### config.mk
export PLATFORM = sky130hd
export DESIGN_NAME = fetch_stage
export DESIGN_NICKNAME = d
export VERILOG_FILES = /design/src/rtl/cpu_pkg.sv /design/src/rtl/fetch_stage_if_id_buffer.sv /design/src/rtl/fetch_stage.sv
export SDC_FILE = /design/constraint.sdc
export NUM_CORES = 1
export LEC_CHECK = 0
export ABC_AREA = 1
export BUFFER_PORTS_ARGS = -buffer_cell sky130_fd_sc_hd__clkbuf_2
export CAP_MARGIN = 0
export CORE_MARGIN = 10
export CORE_UTILIZATION = 40
export DETAILED_ROUTE_END_ITERATION = 12
export REMOVE_ABC_BUFFERS = 1
export SLEW_MARGIN = 20
export SYNTH_ARGS = -nofsm -noshare
export SYNTH_HDL_FRONTEND = slang
export SYNTH_SLANG_ARGS = --single-unit
### constraint.sdc
create_clock -name clock -period 2.1 [get_ports clock]
set_input_delay 0.21 -clock clock [delete_from_list [all_inputs] [get_ports clock]]
set_output_delay 0.21 -clock clock [all_outputs]
set_load 0.01 [all_outputs]
### src/rtl/cpu_pkg.sv
// Shared CPU definitions: datapath width, bubble encoding, fetch FSM
// states and the sequential PC increment.
package cpu_pkg;

    localparam int          CPU_WORD_W    = 16;
    localparam logic [15:0] CPU_NOP_INSTR = 16'h0000;

    // Instructions are one 16-bit word on a byte-addressed bus.
    localparam int          PC_INC        = 2;

    typedef enum logic [1:0] {
        FILL   = 2'd0,
        RUN    = 2'd1,
        HALTED = 2'd2
    } fetch_state_t;

endpackage

### src/rtl/fetch_stage_if_id_buffer.sv
// if_id_buffer: registered pipeline buffer carrying an instruction, its
// PC+2 and a valid bit. Priority: reset > flush > hold > load.
//   clock, reset  : clock, synchronous active-high reset
//   flush         : load a bubble (NOP_INSTR, pc_next 0, valid 0)
//   hold          : keep current contents
//   instruction_d : instruction to load
//   pc_next_d     : PC+2 of that instruction
//   instruction   : buffered instruction
//   pc_next       : buffered PC+2
//   valid         : buffer holds a real instruction
module if_id_buffer #(
    parameter int                WORD_W    = 16,
    parameter logic [WORD_W-1:0] NOP_INSTR = '0
) (
    input  logic              clock,
    input  logic              reset,
    input  logic              flush,
    input  logic              hold,
    input  logic [WORD_W-1:0] instruction_d,
    input  logic [WORD_W-1:0] pc_next_d,
    output logic [WORD_W-1:0] instruction,
    output logic [WORD_W-1:0] pc_next,
    output logic              valid
);

    always_ff @(posedge clock) begin
        if (reset || flush) begin
            instruction <= NOP_INSTR;
            pc_next     <= '0;
            valid       <= 1'b0;
        end else if (!hold) begin
            instruction <= instruction_d;
            pc_next     <= pc_next_d;
            valid       <= 1'b1;
        end
    end

endmodule

### src/rtl/fetch_stage.sv
// fetch_stage: instruction-fetch stage. Owns the PC and its +2 adder,
// picks sequential vs. redirect targets, reads instruction memory
// combinationally and registers the result into the IF/ID buffer.
//   clock, reset        : clock, synchronous active-high reset
//   pc_stop             : freeze PC this cycle
//   if_id_hold          : IF/ID keeps its contents
//   if_id_flush         : load a bubble into IF/ID
//   halt                : stop fetching (sticky until reset)
//   pc_mux              : 1 = branch_target, 0 = PC+2
//   branch_target       : redirect address (bit 0 ignored)
//   imem_instruction    : instruction memory read data
//   imem_address        : registered PC
//   id_instruction      : IF/ID instruction
//   id_pc_next_address  : IF/ID PC+2
//   id_valid            : IF/ID holds a real instruction
//   halted              : stage is halted
//   fetch_count         : saturating count of valid IF/ID loads
//   stall_count         : saturating count of RUN stall/hold cycles
module fetch_stage
    import cpu_pkg::*;
#(
    parameter int                WORD_W    = CPU_WORD_W,
    parameter logic [WORD_W-1:0] RESET_PC  = '0,
    parameter logic [WORD_W-1:0] NOP_INSTR = WORD_W'(CPU_NOP_INSTR),
    parameter int                CNT_W     = 16
) (
    input  logic              clock,
    input  logic              reset,
    input  logic              pc_stop,
    input  logic              if_id_hold,
    input  logic              if_id_flush,
    input  logic              halt,
    input  logic              pc_mux,
    input  logic [WORD_W-1:0] branch_target,
    input  logic [WORD_W-1:0] imem_instruction,
    output logic [WORD_W-1:0] imem_address,
    output logic [WORD_W-1:0] id_instruction,
    output logic [WORD_W-1:0] id_pc_next_address,
    output logic              id_valid,
    output logic              halted,
    output logic [CNT_W-1:0]  fetch_count,
    output logic [CNT_W-1:0]  stall_count
);

    fetch_state_t      state;
    logic [WORD_W-1:0] pc;
    logic [WORD_W-1:0] pc_plus2;
    logic [WORD_W-1:0] pc_d;
    logic              buf_flush;
    logic              buf_hold;
    logic              buf_load;
    logic              stall_evt;

    assign imem_address = pc;

    always_comb begin
        // Adder wraps naturally at 2^WORD_W.
        pc_plus2 = pc + WORD_W'(PC_INC);

        // Halt beats redirect, redirect beats stop.
        pc_d = pc;
        if (state == RUN && !halt) begin
            if (pc_mux)
                pc_d = {branch_target[WORD_W-1:1], 1'b0};
            else if (!pc_stop)
                pc_d = pc_plus2;
        end

        // FILL keeps the reset bubble; HALTED keeps forcing the bubble.
        buf_flush = (state == HALTED) || (state == RUN && (halt || if_id_flush));
        buf_hold  = (state == FILL) || (state == RUN && if_id_hold);
        buf_load  = (state == RUN) && !halt && !if_id_flush && !if_id_hold;
        stall_evt = (state == RUN) && (pc_stop || if_id_hold);
    end

    always_ff @(posedge clock) begin
        if (reset) begin
            state       <= FILL;
            halted      <= 1'b0;
            pc          <= RESET_PC;
            fetch_count <= '0;
            stall_count <= '0;
        end else begin
            unique case (state)
                FILL:    state <= RUN;
                RUN: begin
                    if (halt) begin
                        state  <= HALTED;
                        halted <= 1'b1;
                    end
                end
                HALTED:  state <= HALTED;
                default: state <= FILL;
            endcase

            pc <= pc_d;

            // Counters stick at all-ones.
            if (buf_load && fetch_count != '1)
                fetch_count <= fetch_count + 1'b1;
            if (stall_evt && stall_count != '1)
                stall_count <= stall_count + 1'b1;
        end
    end

    if_id_buffer #(
        .WORD_W    (WORD_W),
        .NOP_INSTR (NOP_INSTR)
    ) u_if_id (
        .clock         (clock),
        .reset         (reset),
        .flush         (buf_flush),
        .hold          (buf_hold),
        .instruction_d (imem_instruction),
        .pc_next_d     (pc_plus2),
        .instruction   (id_instruction),
        .pc_next       (id_pc_next_address),
        .valid         (id_valid)
    );

endmodule
==> metrics.md <==
| Metric | Value |
|---|---|
| Layout Utilization | `0.500` |
| CTS Buf Count | `9` |
| Synth warn | `0` |
| Initial Utilization | `0.409` |
| CP max-delay cell | `dfxtp_1` |
| Synth unique cells | `30` |
| Fin cells | `about 900` |
| Layout cell share with drive strength beyond 1 | `0.209` |
| CTS tree | `built` |
| CP Cell Sequence | `inv_1 -> ha_1 -> nand2_1 -> inv_1 -> nor2_2 -> inv_2 -> o21ai_0 -> inv_1` |
| Vias in the first global route | `3909` |
| Starting DRT DRC Count | `200` |
| DP HPWL | `approximately 9 mm` |
| CTS max path bufs | `2` |
| CP Capture Type | `register` |
| Unrepaired setup endpoints after global routing | `no` |
| Crit Path Max Fanout | `28` |
| Synth top area share | `0.393` |
| Final Net Count | `793` |
| Avg Cell Area, Syn | `6.61 µm²` |
| Routing usage on met1 | `0.185` |
| Clk_lat worst skew | `0.36 ns` |
| Ports | `between 100 and 150` |
| Min cycle time layout | `1.82 ns` |
| Worst endpoint required time | `approximately 2.4 ns` |
| Worst-path clk slew | `0.08 ns` |
| Critical path startpoint category | `register` |
| Register area share after synthesis | `0.393` |
| Synth area leader | `dfxtp_1` |
| Drt pass-1 iters | `4` |
| CTS sink count | `82` |
| ANT nets after route | `0` |
| Met3 GRT Util | `0.0606` |
| Total gr overflow | `0` |
| Antenna cells | `0` |
| Hold Path Cell Cnt | `3` |
| FF+latch count, synth | `82` |
| Worst slack at placement | `0.192 ns` |
| Netlist Area Pre-Place | `4180 µm²` |
| Most frequent cell after synthesis | `nand2_1` |
| Met2 Track Usage GR | `0.254` |
| Number of max-slew violations in the final report | `0` |
| Arrival @ worst endpoint | `2.07 ns` |
| Max IR drop VDD | `0.499 mV` |
| Worst hold start | `imem_instruction[4]` |
| DR vias/cell | `4.85` |
| GRT Util Overall | `0.157` |
| Root buf cell | `clkbuf_8` |
| Routability cong. | `0.862` |
| Commonest cells in the netlist | `nand2_1 (188), dfxtp_1 (82), nor2_1 (82), a21oi_1 (73), inv_1 (56)` |
| Top post-synthesis cells by area | `dfxtp_1 (39%), nand2_1 (17%), a21oi_1 (8.7%)` |
| Reg2reg end | `u_if_id.pc_next[14]` |
| Global-route wire length before repair | `19.1 mm` |
| Crit path launch | `state[1]` |
| Clk_skew | `0.00801 ns` |
| Hold WC Path Type | `input port to register` |
| Leakage power | `2.30 nW` |
| R2R Setup Slk | `0.28 ns` |
| Core ar. | `10200 µm²` |
| Hold Path End | `u_if_id.instruction[4]` |
| CP peak stage delay | `0.33 ns` |
| Die width | `122 µm` |
| Gate Count Post-Synth | `632` |
| Area growth, synth to finish | `22.3%` |
| GRT busiest layer | `met2` |
| Final wirelength | `12.0 mm` |
| PortBufs | `117` |
| Die area | `around 15000 µm²` |
| R2R Path Start | `state[1]` |
| Initial antenna violation count | `0` |
| Largest net degree at the start of global routing | `30` |
| Period utilization | `0.866` |
| Top_reg_cell synth | `dfxtp_1` |
| Maxcap violations | `0` |
| H-tree depth | `3` |
| Worst path most repeated cell | `inv_1` |
| Final setup vio count | `0` |
| Asr flop ratio synth | `0` |
| Placed insts | `873` |
| Vias | `4311` |
| Die Y | `122 µm` |
| Rows | `37` |
| CP Class | `register to register` |
| Number of flops mapped to enable cells by yosys | `0` |
| PD cells | `1000 nW/µm²` |
| Worst hold slack | `roughly 0.08 ns` |
| Run status | `finished, final reports clean` |
| Fmax | `550 MHz` |
| DRC Markers | `0` |
| DR WL/cell | `roughly 14 µm` |
| Post-CTS Setup Bufs | `0` |
| Setup TNS | `0 ns` |
| R2R depth | `8` |
| Final hold vios | `0` |
| Setup WS post-layout | `0.280 ns` |
## worst max path at each step
stage	endpoint	slack [ns]	cells after the start
floorplan	u_if_id.pc_next[12]	-0.03	8
global placement	u_if_id.instruction[6]	0.27	8
detailed placement	u_if_id.instruction[7]	0.19	8
CTS	u_if_id.instruction[7]	0.17	8
global route	u_if_id.pc_next[12]	0.09	8
finish	u_if_id.pc_next[14]	0.28	8
## where the power goes
part / leakage (nW) / switching [mW] / internal (mW)
registers: 0.667 / 0.210 / 1.86
clock network: 0.106 / 0.574 / 0.640
logic: 1.53 / 1.21 / 0.641
total: 2.30 / 1.99 / 3.14
## cells by family after synthesis
| family | synth area share |
|---|---|
| xor+xnor | 0.0419 |
| fa+ha+maj | 0.0180 |
| other cells | 0.000897 |
| simple gates | 0.313 |
| flops | 0.393 |
| buf+inv | 0.0850 |
| compound gates | 0.148 |
## area by class of cell
cell class              instances  area, µm²
clock inverters                 2       35.0
well taps                     136        170
fillers                      1071       5120
repair buffers                129        688
flip-flops and latches         82       1640
clock buffers                  13        169
inverters                      59        221
multi-input cells             467       2190
## worst max-delay path, delay by kind of cell, from the launching register on
kind / cells / cell delay (ns)
flip-flops: 1 / 0.33
adder cells (fa/ha/maj): 1 / 0.24
AND/OR/NAND/NOR: 2 / 0.40
buffers and inverters: 4 / 0.49
AO/OA/AOI/OAI: 1 / 0.26
## through the flow
stage | cell area, µm² | total power [mW]
6_report | 5110 | 5.13
5_1_grt | 5110 | 5.51
4_1_cts | 5110 | 5.20
3_5_place_dp | 4910 | 3.98
3_3_place_gp | 4910 | 3.93
2_1_floorplan | 4050 | 3.15
## flip-flops by register name (all words and copies together) (netlist names)
register             flops
imem_address            15
u_if_id.pc_next         15
halted                   1
fetch_count             16
stall_count             16
u_if_id.valid            1
state                    2
u_if_id.instruction     16
## cell usage in the layout, fill, tap and decap left out, drive strengths merged
cell type / n
a21oi: 74
xor2: 9
xnor2: 11
nand3: 29
clkinv: 2
nand2: 192
a31oi: 1
nand4: 11
ha: 6
o21bai: 1
dfxtp: 82
nor3: 3
conb: 2
bufinv: 1
buf: 12
clkbuf: 130
nand3b: 1
inv: 58
o21ai: 41
o21a: 1
nor2: 85
## metal layers
metal	vias to the layer above	wire length (µm)
met4	0	184
met2	131	5550
met5	-	0
met3	14	1180
met1	1930	5080
li1	2236	-
## what timing repair did
action	in CTS	in global routing
endpoints found under the setup margin	0	4
hold buffers	0	0
resized for setup	0	1
Power figures use the tool's default switching activity.
